===== config.mk =====
export PLATFORM = sky130hd
export DESIGN_NAME = hazard_ctrl
export DESIGN_NICKNAME = d
export VERILOG_FILES = /design/src/rtl/hazard_ctrl.sv
export SDC_FILE = /design/constraint.sdc
export NUM_CORES = 1
export LEC_CHECK = 0
export CAP_MARGIN = 40
export CORE_ASPECT_RATIO = 1.25
export CORE_MARGIN = 1
export CORE_UTILIZATION = 30
export DETAILED_ROUTE_END_ITERATION = 10
export PLACE_DENSITY = 0.72
export SLEW_MARGIN = 20
export SYNTH_ARGS = -nofsm -noshare
export SYNTH_HDL_FRONTEND = slang
export SYNTH_SLANG_ARGS = --single-unit
export TNS_END_PERCENT = 30

===== constraint.sdc =====
create_clock -name vclk -period 2.9
set_input_delay 0.725 -clock vclk [all_inputs]
set_output_delay 0.725 -clock vclk [all_outputs]
set_load 0.1 [all_outputs]

===== src/rtl/hazard_ctrl.sv =====
// -----------------------------------------------------------------------------
// hazard_ctrl
//
// Central hazard controller for the five-stage MIPS pipeline.
//
// Every cycle it decides:
//   * whether the instruction in D must stall (data hazard or, optionally,
//     a HI/LO consumer waiting on the mult/div unit),
//   * which pipeline registers are cleared (IF/ID, ID/EX, EX/MEM control),
//   * which forwarding source each operand mux in D, E and M selects.
//
// It also owns the mult/div busy counter so that HI/LO consumers are held
// in D until the multi-cycle result is ready.
//
// Build option:
//   HAZARD_MD_EN  defined   -> mult/div counter, md_busy and MD stall built.
//                 undefined -> md_busy tied 0; mdUseD, md_startE and
//                              md_isdivE are ignored.
//
// Parameters:
//   MULT_CYC   busy cycles after a mult/multu issues (1..15)
//   DIV_CYC    busy cycles after a div/divu issues   (1..15)
//
// Ports:
//   clk, reset             clock, synchronous active-high reset
//   A1D, A2D               rs / rt of the instruction in D
//   TuseRsD, TuseRtD       earliest use stage (0 = D, 1 = E, 3 = unused)
//   A1E, A2E, A3E          rs / rt / destination in E
//   A2M, A3M               rt / destination in M
//   A3W                    destination in W
//   Res_E, Res_M, Res_W    result class (0 ALU, 1 DM, 2 PC link, 3 no write)
//   md_startE, md_isdivE   mult/div in E this cycle, and whether it is a div
//   mdUseD                 instruction in D reads or writes HI/LO
//   excM, eretM            exception / eret at M (pipeline flush)
//   pc_en, ifid_en         write enables for PC and IF/ID
//   IFID_clr, IDEX_clr,
//   EXMEM_clr              synchronous clears for those pipeline registers
//   fwd_rsD, fwd_rtD,
//   fwd_rsE, fwd_rtE       0 regfile, 1 M ALU, 2 M PC+8, 3 W write data
//   fwd_rtM                0 pipeline value, 1 W write data
//   md_busy                mult/div counter non-zero (registered)
//
// Stall, clear and forward outputs are combinational; md_busy is a flop.
// -----------------------------------------------------------------------------
module hazard_ctrl #(
    parameter int MULT_CYC = 5,
    parameter int DIV_CYC  = 10
) (
    input  logic       clk,
    input  logic       reset,
    input  logic [4:0] A1D,
    input  logic [4:0] A2D,
    input  logic [1:0] TuseRsD,
    input  logic [1:0] TuseRtD,
    input  logic [4:0] A2E,
    input  logic [4:0] A3E,
    input  logic [4:0] A2M,
    input  logic [4:0] A3M,
    input  logic [4:0] A3W,
    input  logic [1:0] Res_E,
    input  logic [1:0] Res_M,
    input  logic [1:0] Res_W,
    input  logic [4:0] A1E,
    input  logic       md_startE,
    input  logic       md_isdivE,
    input  logic       mdUseD,
    input  logic       excM,
    input  logic       eretM,
    output logic       pc_en,
    output logic       ifid_en,
    output logic       IFID_clr,
    output logic       IDEX_clr,
    output logic       EXMEM_clr,
    output logic [1:0] fwd_rsD,
    output logic [1:0] fwd_rtD,
    output logic [1:0] fwd_rsE,
    output logic [1:0] fwd_rtE,
    output logic       fwd_rtM,
    output logic       md_busy
);

    // Result classes
    localparam logic [1:0] RES_ALU = 2'd0;
    localparam logic [1:0] RES_DM  = 2'd1;
    localparam logic [1:0] RES_PC  = 2'd2;
    localparam logic [1:0] RES_NW  = 2'd3;

    // Forward mux selects
    localparam logic [1:0] FWD_RF    = 2'd0;
    localparam logic [1:0] FWD_M_ALU = 2'd1;
    localparam logic [1:0] FWD_M_PC  = 2'd2;
    localparam logic [1:0] FWD_W     = 2'd3;

    // Counter load values
    localparam logic [3:0] MULT_LOAD = 4'(MULT_CYC);
    localparam logic [3:0] DIV_LOAD  = 4'(DIV_CYC);

    // -------------------------------------------------------------------------
    // Helper functions
    // -------------------------------------------------------------------------

    // Cycles until a producer in E has its result available.
    function automatic logic [1:0] tnew_e(input logic [1:0] res);
        logic [1:0] t;
        case (res)
            RES_ALU: t = 2'd1;
            RES_DM:  t = 2'd2;
            RES_PC:  t = 2'd0;
            default: t = 2'd0;
        endcase
        return t;
    endfunction

    // Cycles until a producer in M has its result available.
    function automatic logic [1:0] tnew_m(input logic [1:0] res);
        logic [1:0] t;
        case (res)
            RES_ALU: t = 2'd0;
            RES_DM:  t = 2'd1;
            RES_PC:  t = 2'd0;
            default: t = 2'd0;
        endcase
        return t;
    endfunction

    // A stage only produces a value when it writes a real register.
    function automatic logic writes_reg(input logic [4:0] a3, input logic [1:0] res);
        return (a3 != 5'd0) && (res != RES_NW);
    endfunction

    // Operand src (used at stage tuse) needs a value not yet available.
    // A tuse of 3 (unused) is never below any Tnew, so it never stalls.
    function automatic logic data_hazard(
        input logic [4:0] src,
        input logic [1:0] tuse,
        input logic [4:0] a3e,
        input logic [1:0] rese,
        input logic [4:0] a3m,
        input logic [1:0] resm
    );
        logic hz;
        if (src == 5'd0) begin
            hz = 1'b0;
        end else begin
            hz = (writes_reg(a3e, rese) && (src == a3e) && (tuse < tnew_e(rese))) ||
                 (writes_reg(a3m, resm) && (src == a3m) && (tuse < tnew_m(resm)));
        end
        return hz;
    endfunction

    // Forward select for one operand. A matching producer in M shadows W even
    // when it cannot forward (DM): the W value would be stale, and the stall
    // logic or a later stage's forward picks up the loaded value.
    function automatic logic [1:0] fwd_sel(
        input logic [4:0] src,
        input logic [4:0] a3m,
        input logic [1:0] resm,
        input logic [4:0] a3w,
        input logic [1:0] resw
    );
        logic [1:0] sel;
        if (src == 5'd0) begin
            sel = FWD_RF;
        end else if (writes_reg(a3m, resm) && (src == a3m)) begin
            case (resm)
                RES_ALU: sel = FWD_M_ALU;
                RES_PC:  sel = FWD_M_PC;
                default: sel = FWD_RF;
            endcase
        end else if (writes_reg(a3w, resw) && (src == a3w)) begin
            sel = FWD_W;
        end else begin
            sel = FWD_RF;
        end
        return sel;
    endfunction

    // -------------------------------------------------------------------------
    // Hazard detection
    // -------------------------------------------------------------------------
    logic flush_s;
    logic data_stall_s;
    logic md_stall_s;
    logic stall_s;

    assign flush_s = excM | eretM;

    assign data_stall_s = data_hazard(A1D, TuseRsD, A3E, Res_E, A3M, Res_M) |
                          data_hazard(A2D, TuseRtD, A3E, Res_E, A3M, Res_M);

    assign stall_s = data_stall_s | md_stall_s;

    // -------------------------------------------------------------------------
    // Mult/div busy counter
    // -------------------------------------------------------------------------
`ifdef HAZARD_MD_EN
    typedef enum logic {
        MD_IDLE = 1'b0,
        MD_BUSY = 1'b1
    } md_state_t;

    md_state_t  state_q, state_d;
    logic [3:0] cnt_q, cnt_d;
    logic       md_busy_q, md_busy_d;

    // Next-state logic: load on issue from IDLE, count down while BUSY.
    // A flush only blocks a new load; it never aborts a running operation.
    always_comb begin
        state_d = state_q;
        cnt_d   = cnt_q;
        case (state_q)
            MD_IDLE: begin
                if (md_startE && !flush_s) begin
                    cnt_d   = md_isdivE ? DIV_LOAD : MULT_LOAD;
                    state_d = MD_BUSY;
                end else begin
                    cnt_d   = 4'd0;
                    state_d = MD_IDLE;
                end
            end
            MD_BUSY: begin
                cnt_d = cnt_q - 4'd1;
                if (cnt_q == 4'd1) begin
                    state_d = MD_IDLE;
                end else begin
                    state_d = MD_BUSY;
                end
            end
            default: begin
                cnt_d   = 4'd0;
                state_d = MD_IDLE;
            end
        endcase
        md_busy_d = (cnt_d != 4'd0);
    end

    // Counter state, count and registered busy flag.
    always_ff @(posedge clk) begin
        if (reset) begin
            state_q   <= MD_IDLE;
            cnt_q     <= 4'd0;
            md_busy_q <= 1'b0;
        end else begin
            state_q   <= state_d;
            cnt_q     <= cnt_d;
            md_busy_q <= md_busy_d;
        end
    end

    assign md_busy    = md_busy_q;
    // The issuing instruction itself counts: a consumer right behind it waits.
    assign md_stall_s = mdUseD & (md_startE | md_busy_q);
`else
    logic unused_md_s;

    assign md_busy     = 1'b0;
    assign md_stall_s  = 1'b0;
    assign unused_md_s = ^{clk, md_startE, md_isdivE, mdUseD, MULT_LOAD, DIV_LOAD};
`endif

    // -------------------------------------------------------------------------
    // Output decode
    // -------------------------------------------------------------------------

    // Enables, clears and forward selects; flush takes priority over stall.
    always_comb begin
        pc_en     = 1'b1;
        ifid_en   = 1'b1;
        IFID_clr  = 1'b0;
        IDEX_clr  = 1'b0;
        EXMEM_clr = 1'b0;
        fwd_rsD   = FWD_RF;
        fwd_rtD   = FWD_RF;
        fwd_rsE   = FWD_RF;
        fwd_rtE   = FWD_RF;
        fwd_rtM   = 1'b0;
        if (reset) begin
            pc_en     = 1'b1;
            ifid_en   = 1'b1;
            IFID_clr  = 1'b0;
            IDEX_clr  = 1'b0;
            EXMEM_clr = 1'b0;
        end else begin
            fwd_rsD = fwd_sel(A1D, A3M, Res_M, A3W, Res_W);
            fwd_rtD = fwd_sel(A2D, A3M, Res_M, A3W, Res_W);
            fwd_rsE = fwd_sel(A1E, A3M, Res_M, A3W, Res_W);
            fwd_rtE = fwd_sel(A2E, A3M, Res_M, A3W, Res_W);
            fwd_rtM = writes_reg(A3W, Res_W) && (A2M == A3W);
            if (flush_s) begin
                pc_en     = 1'b1;
                ifid_en   = 1'b1;
                IFID_clr  = 1'b1;
                IDEX_clr  = 1'b1;
                EXMEM_clr = 1'b1;
            end else if (stall_s) begin
                pc_en     = 1'b0;
                ifid_en   = 1'b0;
                IFID_clr  = 1'b0;
                IDEX_clr  = 1'b1;
                EXMEM_clr = 1'b0;
            end else begin
                pc_en     = 1'b1;
                ifid_en   = 1'b1;
                IFID_clr  = 1'b0;
                IDEX_clr  = 1'b0;
                EXMEM_clr = 1'b0;
            end
        end
    end

endmodule

=== After elaboration in Yosys (flattened, before gate mapping) ===
Index checks and enable logic that the tools add are counted.
W data, S select, Z words.

* Reductions and logical operators: 29
* $lt $le $gt $ge: 4
* Multiplexer cells: 34
* Equality and inequality tests: 17
* Bitwise gates (word level): 2

{| class="wikitable"
|+ Operators by type and width
! kind !! number
|-
| $eq A5 B5 Y1 || 11
|-
| $mux W2 || 20
|-
| $logic_not A5 Y1 || 4
|-
| $logic_and A1 B1 Y1 || 18
|-
| $reduce_bool A5 Y1 || 3
|-
| $mux W1 || 12
|-
| $lt A2 B2 Y1 || 4
|-
| $pmux W2 S2 || 2
|-
| $ne A2 B2 Y1 const B || 3
|-
| $eq A2 B1 Y1 const B || 2
|-
| $logic_not A2 Y1 || 2
|-
| $eq A2 B2 Y1 const B || 1
|-
| $logic_or A1 B1 Y1 || 2
|-
| $or A1 B1 Y1 || 2
|}

* Flip-flop bits (word level): 0
* Output and inout bits: 15

=== Depth between registers and ports, before layout ===
* Word-level depth: 11
* Depth in mapped cells: 8
* Mapped depth without buffers: 7

=== Worst setup path after synthesis ===
OpenSTA, ideal clock, no wires.

* Kind: input -> output
* Start: input port A3W[2]
* End: output port fwd_rtM
* Setup slack: -1.310 ns
* Stages on the path: 5
* Arrival time: 3.485 ns
* Cell sequence: clkbuf_1 > nor3_1 > a22oi_1 > nand2_1 > nor3_1

* Cells in the longest elaborated chain, start to end: 4

{| class="wikitable"
|+ Ends and longest elaborated chain
! item !! line !! RTL
|-
| start, declared || 59 || <nowiki>input logic [4:0] A3W,</nowiki>
|-
| $reduce_bool A5 Y1 || 128 || <nowiki>return (a3 != 5'd0) && (res != RES_NW);</nowiki>
|-
| $logic_and A1 B1 Y1 || 128 ||
|-
| $logic_and A1 B1 Y1 * || 288 || <nowiki>fwd_rtM = writes_reg(A3W, Res_W) && (A2M == A3W);</nowiki>
|-
| $mux W1 * || 277 || <nowiki>if (reset) begin</nowiki>
|-
| end, declared || 78 || <nowiki>output logic fwd_rtM,</nowiki>
|}

Every way passes the cells marked *; elsewhere a longest branch is shown, timed or not.

=== Worst setup path in the final report ===
* Start: input port A3M[2]
* End: output port fwd_rsD[1]

* Cells in the longest elaborated chain, start to end: 6

{| class="wikitable"
|+ Ends and longest elaborated chain
! item !! line !! RTL
|-
| start, declared || 58 || <nowiki>input logic [4:0] A3M,</nowiki>
|-
| $reduce_bool A5 Y1 || 128 ||
|-
| $logic_and A1 B1 Y1 || 128 ||
|-
| $logic_and A1 B1 Y1 * || 164 || <nowiki>end else if (writes_reg(a3m, resm) && (src == a3m)) begin</nowiki>
|-
| $mux W2 * || 164 ||
|-
| $mux W2 * || 162 || <nowiki>if (src == 5'd0) begin</nowiki>
|-
| $mux W2 * || 277 ||
|-
| end, declared || 74 || <nowiki>output logic [1:0] fwd_rsD,</nowiki>
|}

Marked as above.

==> results.md <==
* Fillers at 205
* DRC Markers at 0
* Hold_buf cts at 0
* Overflow after GRT at 0
* First-pass GRT wire length at between 7 and 8 mm
* Busiest grt layer: met2
* Initial Util at ~32%
* Slew Viols, Final at 0
* Tightest Hold Check Type: in -> out
* Via count at approximately 1700
* Max Fclk at between 300 and 400 MHz
* Die Y at ~69 um
* Power after layout at just over 0.4 mW
* CP Launch Type: input port
* Crit path cell chain: buf_6, or4_4, a2bb2oi_4, a2111o_1, a21oi_4, buf_12
* Setup ws final at -0.3643 ns
* CP arrival at about 2.5 ns
* Cell area after layout at ~2600 um^2
* Met1 usage in global routing at about 28%
* Max stage delay on crit path at 0.59 ns
* Largest net degree at the start of global routing at 11
* Antenna Cells at 0
* Detailed Route WL at between 5 and 6 mm
* Pre-CTS setup slack at -0.6992 ns
* Seq/Total Area, Yosys at 0%
* Layout cells sized above 1 at approximately half
* Final core occ at about four fifths
* Gr usage total at ~25%
* Initial DRT Pass Iterations at 4
* Wire per inst at between 20 and 25 um
* Vias in the first global route at 1728
* GR met2 Demand/Resource at between 50 and 60%
* Vias per inst at approximately 5.7
* Crit Path Max Fanout at 3
* Biggest area consumer among synthesized cells: xnor2_1
* Die width at 55.23 um
* Post-route ant nets at 0
* GPL Wtd Cong at slightly below 0.9
* Core area at between 3000 and 4000 um^2
* TNS Setup at -3.136 ns
* DP Area at between 2000 and 2500 um^2
* Area of the multi-input gates at 1343 um^2
* PD cells at 158.4 nW/um^2
* Ys Warns at 0
* Area grow syn2layout at 147.1%
* Top-area cell type share of the netlist area at about a quarter
* Initial antenna violation count at 0
* Met3 usage at under 10%
* Outcome: finished with violations
* Synth area leaders: xnor2_1, xor2_1, nand3_1
* Final critical-path share of the clock period at 112.6%
* Failing checks: negative setup slack
* Syn Area/Cell at between 7 and 8 um^2
* Setup CP Type: in -> out
* Post-synthesis net count at 210
* PortBufs at 67
* Clock Buffer Count at 0
* Max Cap Viol at 0
* Post-Syn Area at around 1100 um^2
* Final min period at approximately 3.3 ns
* FF+latch count at 0
* Pleak at around 1.1 nW
* Netlist cell types at 28
* First DRT Iteration DRCs at 89
* Max IR drop VDD at 0.0001001 V
* Synth Instances at between 150 and 200
* RSZ-0062 raised after global routing: true
* Site Rows at 23
* DIE AREA at roughly 3800 um^2
* I/O pin cnt at 72
* CP required at 2.17 ns
* DP Wirelength at a little over 4 mm
* Hold Fails Final Rpt at 0
* # setup viols final at 11
* Endpoint class of the critical path: output port
* Register area at 0 um^2
* Nets at roughly 320
* Slowest CP cell: or4_4
[placed cells by master, fill, tap and decap left out, drive strengths merged, types with 5 or more instances in the layout]
cell type,netlist,routed
nand4,8,8
xnor2,30,30
clkdlybuf4s50,0,18
nor2,8,8
buf,7,79
xor2,25,25
nor3,6,6
clkbuf,7,5
dlymetal6s2s,0,13
a21oi,8,8
or4,6,6
nand3,12,12
nor4,6,6
[per-stage QoR]
step	hold WS, ns	std cells
after floorplan	1.559	151
after global placement	2.276	289
after detailed placement	2.298	289
after CTS	2.288	292
after global routing	2.276	297
final	2.228	297
[final cells by class]
cell class         count  area share (%)
well taps             37           1.764
multi-input cells    137           51.14
repair buffers       123           47.09
[worst max-delay path: cells and delay by family]
| family | cells | cell delay, ns |
|---|---|---|
| and+or+nand+nor | 1 | 0.59 |
| buffers and inverters | 2 | 0.28 |
| AOI/OAI and AO/OA | 3 | 0.93 |
[worst paths after layout]
check / from / depth (start not counted) / to / slack [ns]
worst min-delay path: A3W[1] / 5 / fwd_rtM / 2.23
worst max-delay path: A3M[2] / 6 / fwd_rsD[1] / -0.36
[Yosys cell counts]
library cell,n
xnor2_1,30
xor2_1,25
nand3_1,12
a21oi_1,8
nand4_1,8
nor2_1,8
clkbuf_1,7
nor3_1,6
nor4_1,6
or4_1,5
nand2_1,4
o21ai_0,4
buf_2,3
buf_4,3
o21bai_1,3
a2111o_1,2
ha_1,2
nand2b_1,2
nor4b_1,2
o31a_1,2
or3_1,2
a22oi_1,1
a2bb2oi_2,1
buf_6,1
conb_1,1
nor2b_1,1
o21bai_2,1
or4_4,1
[cell families (layout without fill, tap and decap cells)]
group | Yosys count | after routing | share of synthesized area, %
fa+ha+maj | 2 | 2 | 2.355
xor+xnor | 55 | 55 | 45.35
buf+inv | 14 | 123 | 7.067
compound gates | 22 | 22 | 14.72
other cells | 1 | 1 | 0.3530
simple gates | 57 | 57 | 30.15
[routing by layer]
metal  routed length (um)  part of all wire [%]
met3                  335                   5.6
met5                    0                     0
met4                  251                   4.2
met1                 2055                    35
met2                 3299                    56
[repair_timing]
| action | CTS | global route |
|---|---|---|
| buffers inserted | 3 | 5 |
| pin swaps | 16 | 26 |
| endpoints found under the setup margin | 12 | 12 |
| cloned | 0 | 0 |
| gates resized for setup | 73 | 49 |
[report_power, final]
part           total (mW)  leakage (nW)  switching, mW  internal (mW)
sequential              0             0              0              0
combinational       0.416          1.10          0.215          0.201
clock                   0             0              0              0
(Power assumes the default switching activity.)
